`src/rtl/i2c_config_seq.sv`:
```
// i2c_config_seq: walks a {dev_addr, reg_addr, data} table and issues I2C register writes with retry.
// Define I2C_CFG_VERIFY_EN to read each register back after writing and compare it with the written data.
module i2c_config_seq #(
  parameter int LUT_DEPTH   = 16,
  parameter int WAIT_CYCLES = 25000,
  parameter int MAX_RETRY   = 3,
  parameter int DELAY_UNIT  = 1000,
  localparam int IDX_W      = $clog2(LUT_DEPTH)
) (
  input  logic             clk,
  input  logic             rst,
  input  logic             start,
  output logic [IDX_W-1:0] lut_index,
  input  logic [23:0]      lut_data,
  output logic             i2c_write_req,
  output logic             i2c_read_req,
  input  logic             i2c_write_req_ack,
  input  logic             i2c_read_req_ack,
  output logic [7:0]       i2c_slave_dev_addr,
  output logic [7:0]       i2c_slave_reg_addr,
  output logic [7:0]       i2c_write_data,
  input  logic [7:0]       i2c_read_data,
  input  logic             i2c_error,
  output logic             busy,
  output logic             done,
  output logic             error,
  output logic [IDX_W-1:0] err_index,
  output logic [7:0]       err_count,
  output logic [2:0]       dbg_state
);

  typedef enum logic [2:0] {
    S_WAIT   = 3'd0,
    S_CHECK  = 3'd1,
    S_WRITE  = 3'd2,
    S_VERIFY = 3'd3,
    S_DELAY  = 3'd4,
    S_DONE   = 3'd5
  } state_t;

  state_t      state;
  logic [31:0] wait_cnt;
  logic [31:0] dly_cnt;
  logic [3:0]  retry_cnt;
  logic        xfer_ack, xfer_fail, ok_ends_attempt;
  logic        retry, exhausted, advance, last_idx;

  // Handshake: a request level is held from the edge that raises it until the edge that samples its
  // ack high; it drops on that edge. i2c_error and i2c_read_data are only looked at with an ack, and
  // an ack seen while no request of that kind is pending is ignored.
  always_comb begin
    xfer_ack        = 1'b0;
    xfer_fail       = 1'b0;
    ok_ends_attempt = 1'b1;
    case (state)
      S_WRITE: begin
        xfer_ack  = i2c_write_req_ack;
        xfer_fail = i2c_error;
`ifdef I2C_CFG_VERIFY_EN
        ok_ends_attempt = 1'b0;
`endif
      end
`ifdef I2C_CFG_VERIFY_EN
      S_VERIFY: begin
        xfer_ack  = i2c_read_req_ack;
        xfer_fail = i2c_error || (i2c_read_data != i2c_write_data);
      end
`endif
      default: ;
    endcase
  end

`ifndef I2C_CFG_VERIFY_EN
  logic unused_rd;
  assign unused_rd = ^{i2c_read_req_ack, i2c_read_data};
`endif

  assign last_idx  = (lut_index == IDX_W'(LUT_DEPTH - 1));
  assign retry     = xfer_ack && xfer_fail && (retry_cnt < 4'(MAX_RETRY));
  assign exhausted = xfer_ack && xfer_fail && !(retry_cnt < 4'(MAX_RETRY));
  assign advance   = exhausted || (xfer_ack && !xfer_fail && ok_ends_attempt) ||
                     ((state == S_DELAY) && (dly_cnt <= 32'd1));

  assign busy      = (state != S_DONE);
  assign done      = (state == S_DONE);
  assign dbg_state = state;

  always_ff @(posedge clk or posedge rst) begin
    if (rst) begin
      state              <= S_WAIT;
      wait_cnt           <= '0;
      dly_cnt            <= '0;
      retry_cnt          <= '0;
      lut_index          <= '0;
      i2c_write_req      <= 1'b0;
      i2c_read_req       <= 1'b0;
      i2c_slave_dev_addr <= '0;
      i2c_slave_reg_addr <= '0;
      i2c_write_data     <= '0;
      error              <= 1'b0;
      err_index          <= '0;
      err_count          <= '0;
    end else begin
      case (state)
        S_WAIT: begin
          if (wait_cnt + 32'd1 >= 32'(WAIT_CYCLES)) begin
            lut_index <= '0;
            state     <= S_CHECK;
          end else begin
            wait_cnt <= wait_cnt + 32'd1;
          end
        end
        S_CHECK: begin
          if (lut_data[23:16] == 8'hFF) begin
            state <= S_DONE;
          end else if (lut_data[23:16] == 8'hFE) begin
            // A zero count still spends one cycle in S_DELAY.
            dly_cnt <= 32'(lut_data[15:0]) * 32'(DELAY_UNIT);
            state   <= S_DELAY;
          end else begin
            i2c_slave_dev_addr <= lut_data[23:16];
            i2c_slave_reg_addr <= lut_data[15:8];
            i2c_write_data     <= lut_data[7:0];
            i2c_write_req      <= 1'b1;
            state              <= S_WRITE;
          end
        end
        S_WRITE: begin
          if (i2c_write_req_ack) begin
            i2c_write_req <= 1'b0;
`ifdef I2C_CFG_VERIFY_EN
            if (!i2c_error) begin
              i2c_read_req <= 1'b1;
              state        <= S_VERIFY;
            end
`endif
          end
        end
`ifdef I2C_CFG_VERIFY_EN
        S_VERIFY: begin
          if (i2c_read_req_ack) i2c_read_req <= 1'b0;
        end
`endif
        S_DELAY: begin
          if (dly_cnt > 32'd1) dly_cnt <= dly_cnt - 32'd1;
        end
        S_DONE: begin
          if (start) begin
            error     <= 1'b0;
            err_index <= '0;
            err_count <= '0;
            lut_index <= '0;
            retry_cnt <= '0;
            state     <= S_CHECK;
          end
        end
        default: state <= S_WAIT;
      endcase

      // Attempt outcome bookkeeping shared by the write and read-back steps.
      if (retry) begin
        retry_cnt <= retry_cnt + 4'd1;
        state     <= S_CHECK;
      end
      if (exhausted) begin
        error <= 1'b1;
        if (!error) err_index <= lut_index;
        if (err_count != 8'hFF) err_count <= err_count + 8'd1;
      end
      if (advance) begin
        retry_cnt <= '0;
        if (last_idx) begin
          state <= S_DONE;
        end else begin
          lut_index <= lut_index + IDX_W'(1);
          state     <= S_CHECK;
        end
      end
    end
  end

endmodule

```
`config.mk`:
```
export PLATFORM = sky130hd
export DESIGN_NAME = i2c_config_seq
export DESIGN_NICKNAME = d
export VERILOG_FILES = /design/src/rtl/i2c_config_seq.sv
export SDC_FILE = /design/constraint.sdc
export NUM_CORES = 1
export LEC_CHECK = 0
export CELL_PAD_IN_SITES_DETAIL_PLACEMENT = 1
export CELL_PAD_IN_SITES_GLOBAL_PLACEMENT = 1
export CORE_MARGIN = 2
export CORE_UTILIZATION = 30
export DETAILED_ROUTE_END_ITERATION = 6
export PLACE_DENSITY_LB_ADDON = 0.1
export SYNTH_ARGS = -nofsm -noshare
export SYNTH_HDL_FRONTEND = slang
export SYNTH_SLANG_ARGS = --single-unit
```
`constraint.sdc`:
```
create_clock -name clk -period 4.23 [get_ports clk]
set_clock_uncertainty 0.15 [all_clocks]
set_input_delay 0.6345 -clock clk [delete_from_list [all_inputs] [get_ports clk]]
set_output_delay 0.6345 -clock clk [all_outputs]
set_load 0.01 [all_outputs]
```
==> results of run 1 <==
-- report_power, final --
group | internal, uW | switching, uW
sequential | 1340 | 252
clock | 949 | 568
combinational | 2190 | 2070
-- kinds of logic (layout without fill, tap and decap cells) --
| group | Yosys count | in the layout |
|---|---|---|
| XOR/XNOR | 45 | 45 |
| multiplexers | 15 | 15 |
| flip-flops | 113 | 113 |
| AO/OA/AOI/OAI | 189 | 189 |
| buffers and inverters | 123 | 313 |
| other | 1 | 1 |
| adder cells (fa/ha/maj) | 113 | 113 |
| AND/OR/NAND/NOR | 316 | 316 |
-- per-layer routing --
metal | vias up | part of all wire [%] | GRT usage, %
met5 | - | 0 | 0
met4 | 0 | 0.98 | 3.81
met3 | 15 | 2.7 | 2.51
met2 | 81 | 47 | 26.8
met1 | 3669 | 49 | 23.0
li1 | 3543 | - | -
-- sequential cells by signal, summed over array words and instances (netlist names) --
signal / count
retry_cnt: 4
err_count: 8
i2c_slave_reg_addr: 8
i2c_write_data: 8
i2c_write_req: 1
dbg_state: 3
wait_cnt: 32
i2c_slave_dev_addr: 8
lut_index: 4
error: 1
err_index: 4
dly_cnt: 32
-- what timing repair did --
item | CTS | global route
gates resized for setup | 71 | 34
pin swaps | 36 | 35
setup buffers | 16 | 15
endpoints found under the setup margin | 16 | 15
endpoints found under the hold margin | 0 | 0
-- layout make-up --
type	instances	area, um^2
sequential	113	2830
inverter	93	382
fill	3217	16400
clock inverter	14	178
clock buffer	18	439
tap	378	473
multi-input combinational	679	5600
timing repair buffer	188	1600
-- worst paths after layout --
check / start / endpoint / slack [ns] / cells past startpoint
setup / recovery: lut_data[3] / dly_cnt[24] / -0.23 / 18
max in group asynchronous: rst / dly_cnt[22] / 2.62 / 3
min in group asynchronous: rst / dly_cnt[29] / 0.50 / 2
hold / removal: i2c_write_data[2] / i2c_write_data[2] / 0.33 / 2
setup reg to reg: wait_cnt[6] / wait_cnt[28] / 0.68 / 9
hold reg to reg: i2c_write_data[2] / i2c_write_data[2] / 0.33 / 2
-- worst max-delay path, cell delays in order --
cell and delay (ns):
buf_8 0.08, clkinvlp_4 0.11, buf_6 0.14, fa_2 0.44, fa_1 0.57, fa_1 0.46, fa_1 0.57, inv_2 0.05
ha_4 0.22, o21ai_2 0.15, nor2_2 0.06, a221oi_2 0.25, buf_4 0.17, o31ai_4 0.06, o21a_1 0.20, o21a_1 0.18
o31ai_1 0.18, nand4b_1 0.14
-- through the flow --
stage               power, uW  utilization [%]  cell area [um^2]
floorplan                3930                -              8760
detailed placement       5290             37.7             10500
global placement         5250             37.7             10500
global route             8020             41.2             11500
CTS                      7330             40.8             11400
finish                   7370             41.2             11500
-- layout by cell type (no fill, tap or decap), types with 28 or more instances in the layout --
cell type | netlist | final
dfrtp_1 | 113 | 113
buf_4 | 1 | 108
nand2_1 | 82 | 80
inv_1 | 93 | 76
o21ai_0 | 76 | 62
clkdlybuf4s50_1 | 0 | 61
nor2_1 | 58 | 55
fa_1 | 54 | 49
ha_1 | 59 | 48
nor3_1 | 32 | 30
nand3_1 | 30 | 28
==> results.md, run 1 <==
* Status: finished, violations left
* Failing checks: negative setup slack
* Synth Area in Compound Gates at between 10 and 15%
* H-tree depth at 4
* Largest family of logic cells by synthesized area: adder cells
* Mux contribution to synthesized area at between 1.5 and 2%
* Top cells by count, synth: 113 x dfrtp_1, 93 x inv_1, 82 x nand2_1, 76 x o21ai_0, 59 x ha_1
* Hold Fails Final Rpt at 0
* Skew-Pair Late Insertion Delay at roughly 0.42 ns
* Drt drc at 0
* Root Buffer: clkbuf_16
* Nets at 1243
* Die Area at between 20000 and 30000 um^2
* Setup WS pre-CTS at -1.04 ns
* Largest area contributor in the netlist: dfrtp_1
* First-pass GRT wire length at 40.0 mm
* Most used DFF post-synth: dfrtp_1
* Endpoints failing setup at 8
* Synth Register Bits at 113
* Register area share after synthesis at 33.0%
* CTS Buf Count at 17
* I/O Pins at 86
* Post-route clock period utilization at 105%
* Initial Utilization at 30.7%
* Min Hold Slack at between 0.3 and 0.4 ns
* Max-slew headroom at between 50% and 60%
* Synthesized area at around 8600 um^2
* DIE HEIGHT at approximately 170 um
* Gr ovfl total at 0
* Post-Syn Instances at 915
* Routed wire length at 23.4 mm
* Top-count cell post-synth: dfrtp_1
* Cells after DPL at between 1000 and 1500
* Slew Limit Fails at 0
* Cell row count at 61
* TritonRoute pass-1 iters at 4
* Core area at ~28000 um^2
* Vias in the first global route at 7751
* Synth async-reset ratio at 100%
* Iteration-0 DRC Markers at between 200 and 300
* Area delta synth->final at 34.2%
* Port-buffer cells at 75
* Max frequency at ~220 MHz
* Clock sinks at 113
* Syn nets at 1066
* Hold crit path type: reg2reg
* Antenna Nets Post-Route at 0
* Worst Max-Slew Pin Slew at ~0.66 ns
* Synthesized area per cell at 9.37 um^2
* Count of cell types in the netlist at 76
* CTS tree: done
* Final Non-Filler Cells at 1483
* Synth Area in Simple Gates at approximately a fifth
* Synth warn at 1
* Startpoint Class: primary input
* Hpwl dp at roughly 18 mm
* CTS Buffer Depth at 2
* Vias at ~7300
* Min Clock Period, post-route at 4.46 ns
* Final worst slack at -0.226 ns
* Post-Synth Adder-Cell Area at a little over a fifth
* Setup tns final at -0.907 ns
* Critical Path Sink Type: flop
* Die W at roughly 170 um
* GP Congestion at 0.752
* Synth Area in XOR/XNOR at roughly 4.6%
* Clock slew at reported path FFs at ~0.05 ns
* Top post-synthesis cells by area: dfrtp_1 33%, fa_1 13%, ha_1 8.6%, o21ai_0 4.4%, inv_1 4.1%
* CP arrival at 4.65 ns
* Largest net degree at the start of global routing at 48
* LEAKAGE at ~0.0051 uW
* Max-Cap Viols at 0
* Post-synth EDFFs at 0
* Wire length per cell at approximately 16 um
* Pwr dens at around 640 nW/um^2
* RSZ-0062 raised after global routing: yes
* Area share of the largest cell type after synthesis at about a third
* Worst Path Required at around 4.4 ns
* All-Layer GR Usage at between 10% and 20%
* Vias per std cell at slightly below 5
* Antenna violations before repair at 0
* VDD IR max at ~270 uV
* Antenna Cells at 0
* Share of layout cells above drive strength 1 at 22.6%
* Worst-path fanout max at 4
* Hold buffers post-CTS at 0
* CP Class: in2reg
(Power assumes the default switching activity.)
==> inputs of run 2 (changes only) <==
--- a/config.mk
+++ b/config.mk
@@ -9,6 +9,8 @@
 export CELL_PAD_IN_SITES_GLOBAL_PLACEMENT = 1
 export CORE_MARGIN = 2
 export CORE_UTILIZATION = 30
+export CTS_BUF_LIST = sky130_fd_sc_hd__clkbuf_4 sky130_fd_sc_hd__clkbuf_8
+export CTS_CLUSTER_SIZE = 12
 export DETAILED_ROUTE_END_ITERATION = 6
 export PLACE_DENSITY_LB_ADDON = 0.1
 export SYNTH_ARGS = -nofsm -noshare
==> run 2 against run 1 <==
The run still ends with negative setup slack left. Critical endpoint unchanged. Critical path type unchanged. Setup slack better by 0.068 ns. Combinational power shrank 4%. Critical path depth shrank 1. Non-clock buffer count fell by 2. Worst hold slack improved by 0.0042 ns. Wire length is 0.80% lower. Count of clock-buffer cells in the layout did not move. Final cell count is 0.13% lower.
==> results.md, run 2 (same netlist as run 1, synthesis figures left out) <==
* CTS tree: done
* Die W at 173 um
* Largest net degree at the start of global routing at 48
* Critical Path Sink Type: flop
* Vias per std cell at approximately 4.9
* Endpoints failing setup at 7
* Startpoint Class: primary input
* Crit path to: dly_cnt[24]
* Initial Utilization at a little under a third
* All-Layer GR Usage at 16.3%
* Routed wire length at roughly 23 mm
* DP Area at ~11000 um^2
* Skew-Pair Late Insertion Delay at between 0.4 and 0.5 ns
* Core area at about 28000 um^2
* Failing checks: negative setup slack
* Worst Path Required at ~4.5 ns
* RSZ-0062 raised after global routing: yes
* Reg-to-reg critical path startpoint: wait_cnt[3]
* Post-route clock period utilization at 104%
* Worst Max-Slew Pin Slew at roughly 0.66 ns
* Drt drc at 0
* Final core utilization at around two fifths
* Cells on worst reg2reg path at 9
* I/O Pins at between 80 and 90
* Post-route cell area at around 11000 um^2
* Iteration-0 DRC Markers at approximately 270
* Commonest non-fill, non-tap cells in the layout: 113 x dfrtp_1, 108 x buf_4, 81 x nand2_1, 75 x inv_1, 63 x o21ai_0
* Clock sinks at 113
* Commonest non-fill, non-tap cell in the layout: dfrtp_1
* First-pass GRT wire length at roughly 40 mm
* Flop2flop setup slack at approximately 0.68 ns
* Max-slew headroom at between 50 and 60%
* Reg-to-Reg End: wait_cnt[28]
* Min Clock Period, post-route at approximately 4.4 ns
* Max-Cap Viols at 0
* H-tree depth at 4
* Root Buffer: clkbuf_8
* CTS Buf Count at 17
* Clock slew at reported path FFs at 0.07 ns
* Hold crit path type: reg2reg
* Slew Limit Fails at 0
* Hpwl dp at approximately 18 mm
* Area delta synth->final at 31.5%
* LEAKAGE at between 0.005 and 0.006 uW
* Vias in the first global route at a little under 8000
* Vias at between 7000 and 8000
* Gr ovfl total at 0
* Status: finished, violations left
* CP arrival at 4.61 ns
* Share of layout cells above drive strength 1 at between 20% and 30%
* CTS Buffer Depth at 2
* Critical Path Start: lut_data[3]
* Nets at ~1200
* Max frequency at between 200 and 250 MHz
* Total power at around 7000 uW
* Die Area at 29900 um^2
* CP Class: in2reg
* Hold Fails Final Rpt at 0
* DIE HEIGHT at approximately 170 um
* Wire length per cell at between 15 and 20 um
* Hold buffers post-CTS at 0
* Setup tns final at -0.632 ns
* Biggest regs: dly_cnt: 32 flops, wait_cnt: 32 flops
* Worst-path fanout max at 4
* TritonRoute pass-1 iters at 4
* Port-buffer cells at between 70 and 80
* VDD IR max at between 200 and 300 uV
* Antenna Nets Post-Route at 0
* Pwr dens at around 600 nW/um^2
* GP Congestion at between 0.7 and 0.8
* Antenna Cells at 0
* Fill cells at 3254
* Cell row count at 61
* Antenna violations before repair at 0
* Final worst slack at -0.158 ns
==> run 2: timing repair <==
action,4_1_cts,5_1_grt
setup buffers,15,15
setup endpoints to repair,15,14
pin swaps,30,35
resized for setup,59,29
==> run 2: per-stage QoR <==
stage	hold slack (ns)	setup WS, ns	std cells
6_report	0.338	-0.158	1481
5_1_grt	0.368	-0.348	1481
4_1_cts	0.344	-0.331	1471
3_5_place_dp	0.324	-1.04	1425
3_3_place_gp	0.312	-0.986	1425
2_1_floorplan	0.313	-0.208	915
==> run 2: metal layers <==
layer	vias to the layer above	routed length [um]	global-route usage, %
met5	-	0	0
met4	0	176	3.81
met3	7	537	2.70
met1	3625	11600	22.8
li1	3532	-	-
met2	74	10900	26.5
==> run 2: worst min-delay path by stage <==
stage | startpoint | end | cells past startpoint
after detailed placement | i2c_write_data[6] | i2c_write_data[6] | 2
after global routing | i2c_write_data[6] | i2c_write_data[6] | 2
after floorplan | dly_cnt[13] | dly_cnt[13] | 2
after CTS | i2c_write_data[6] | i2c_write_data[6] | 2
after global placement | i2c_write_data[5] | i2c_write_data[5] | 2
final | i2c_write_data[5] | i2c_write_data[5] | 2
==> run 2: layout make-up <==
class	count	area, um^2	share of cell area (%)
multi-input cells	679	5590	49.6
flip-flops and latches	113	2830	25.1
repair buffers	186	1580	14.0
well taps	378	473	4.20
inverters	93	382	3.39
clock buffers	18	248	2.20
clock inverters	14	178	1.58
==> run 2: worst max-delay path: stages <==
cell and delay (ns):
buf_8 0.08, clkinvlp_4 0.11, buf_6 0.13, fa_1 0.55
fa_1 0.43, fa_1 0.50, fa_1 0.57, inv_2 0.05
ha_4 0.22, o21ai_4 0.06, o21ai_2 0.10, a221oi_4 0.37
o31ai_4 0.09, o21a_1 0.21, o21a_1 0.18, o31ai_1 0.18
nand4b_1 0.14
==> run 2: report_power, final <==
group / switching (uW) / internal (uW) / total (uW)
logic: 2010 / 2090 / 4090
clock network: 519 / 605 / 1120
registers: 253 / 1330 / 1590
total: 2780 / 4030 / 6800
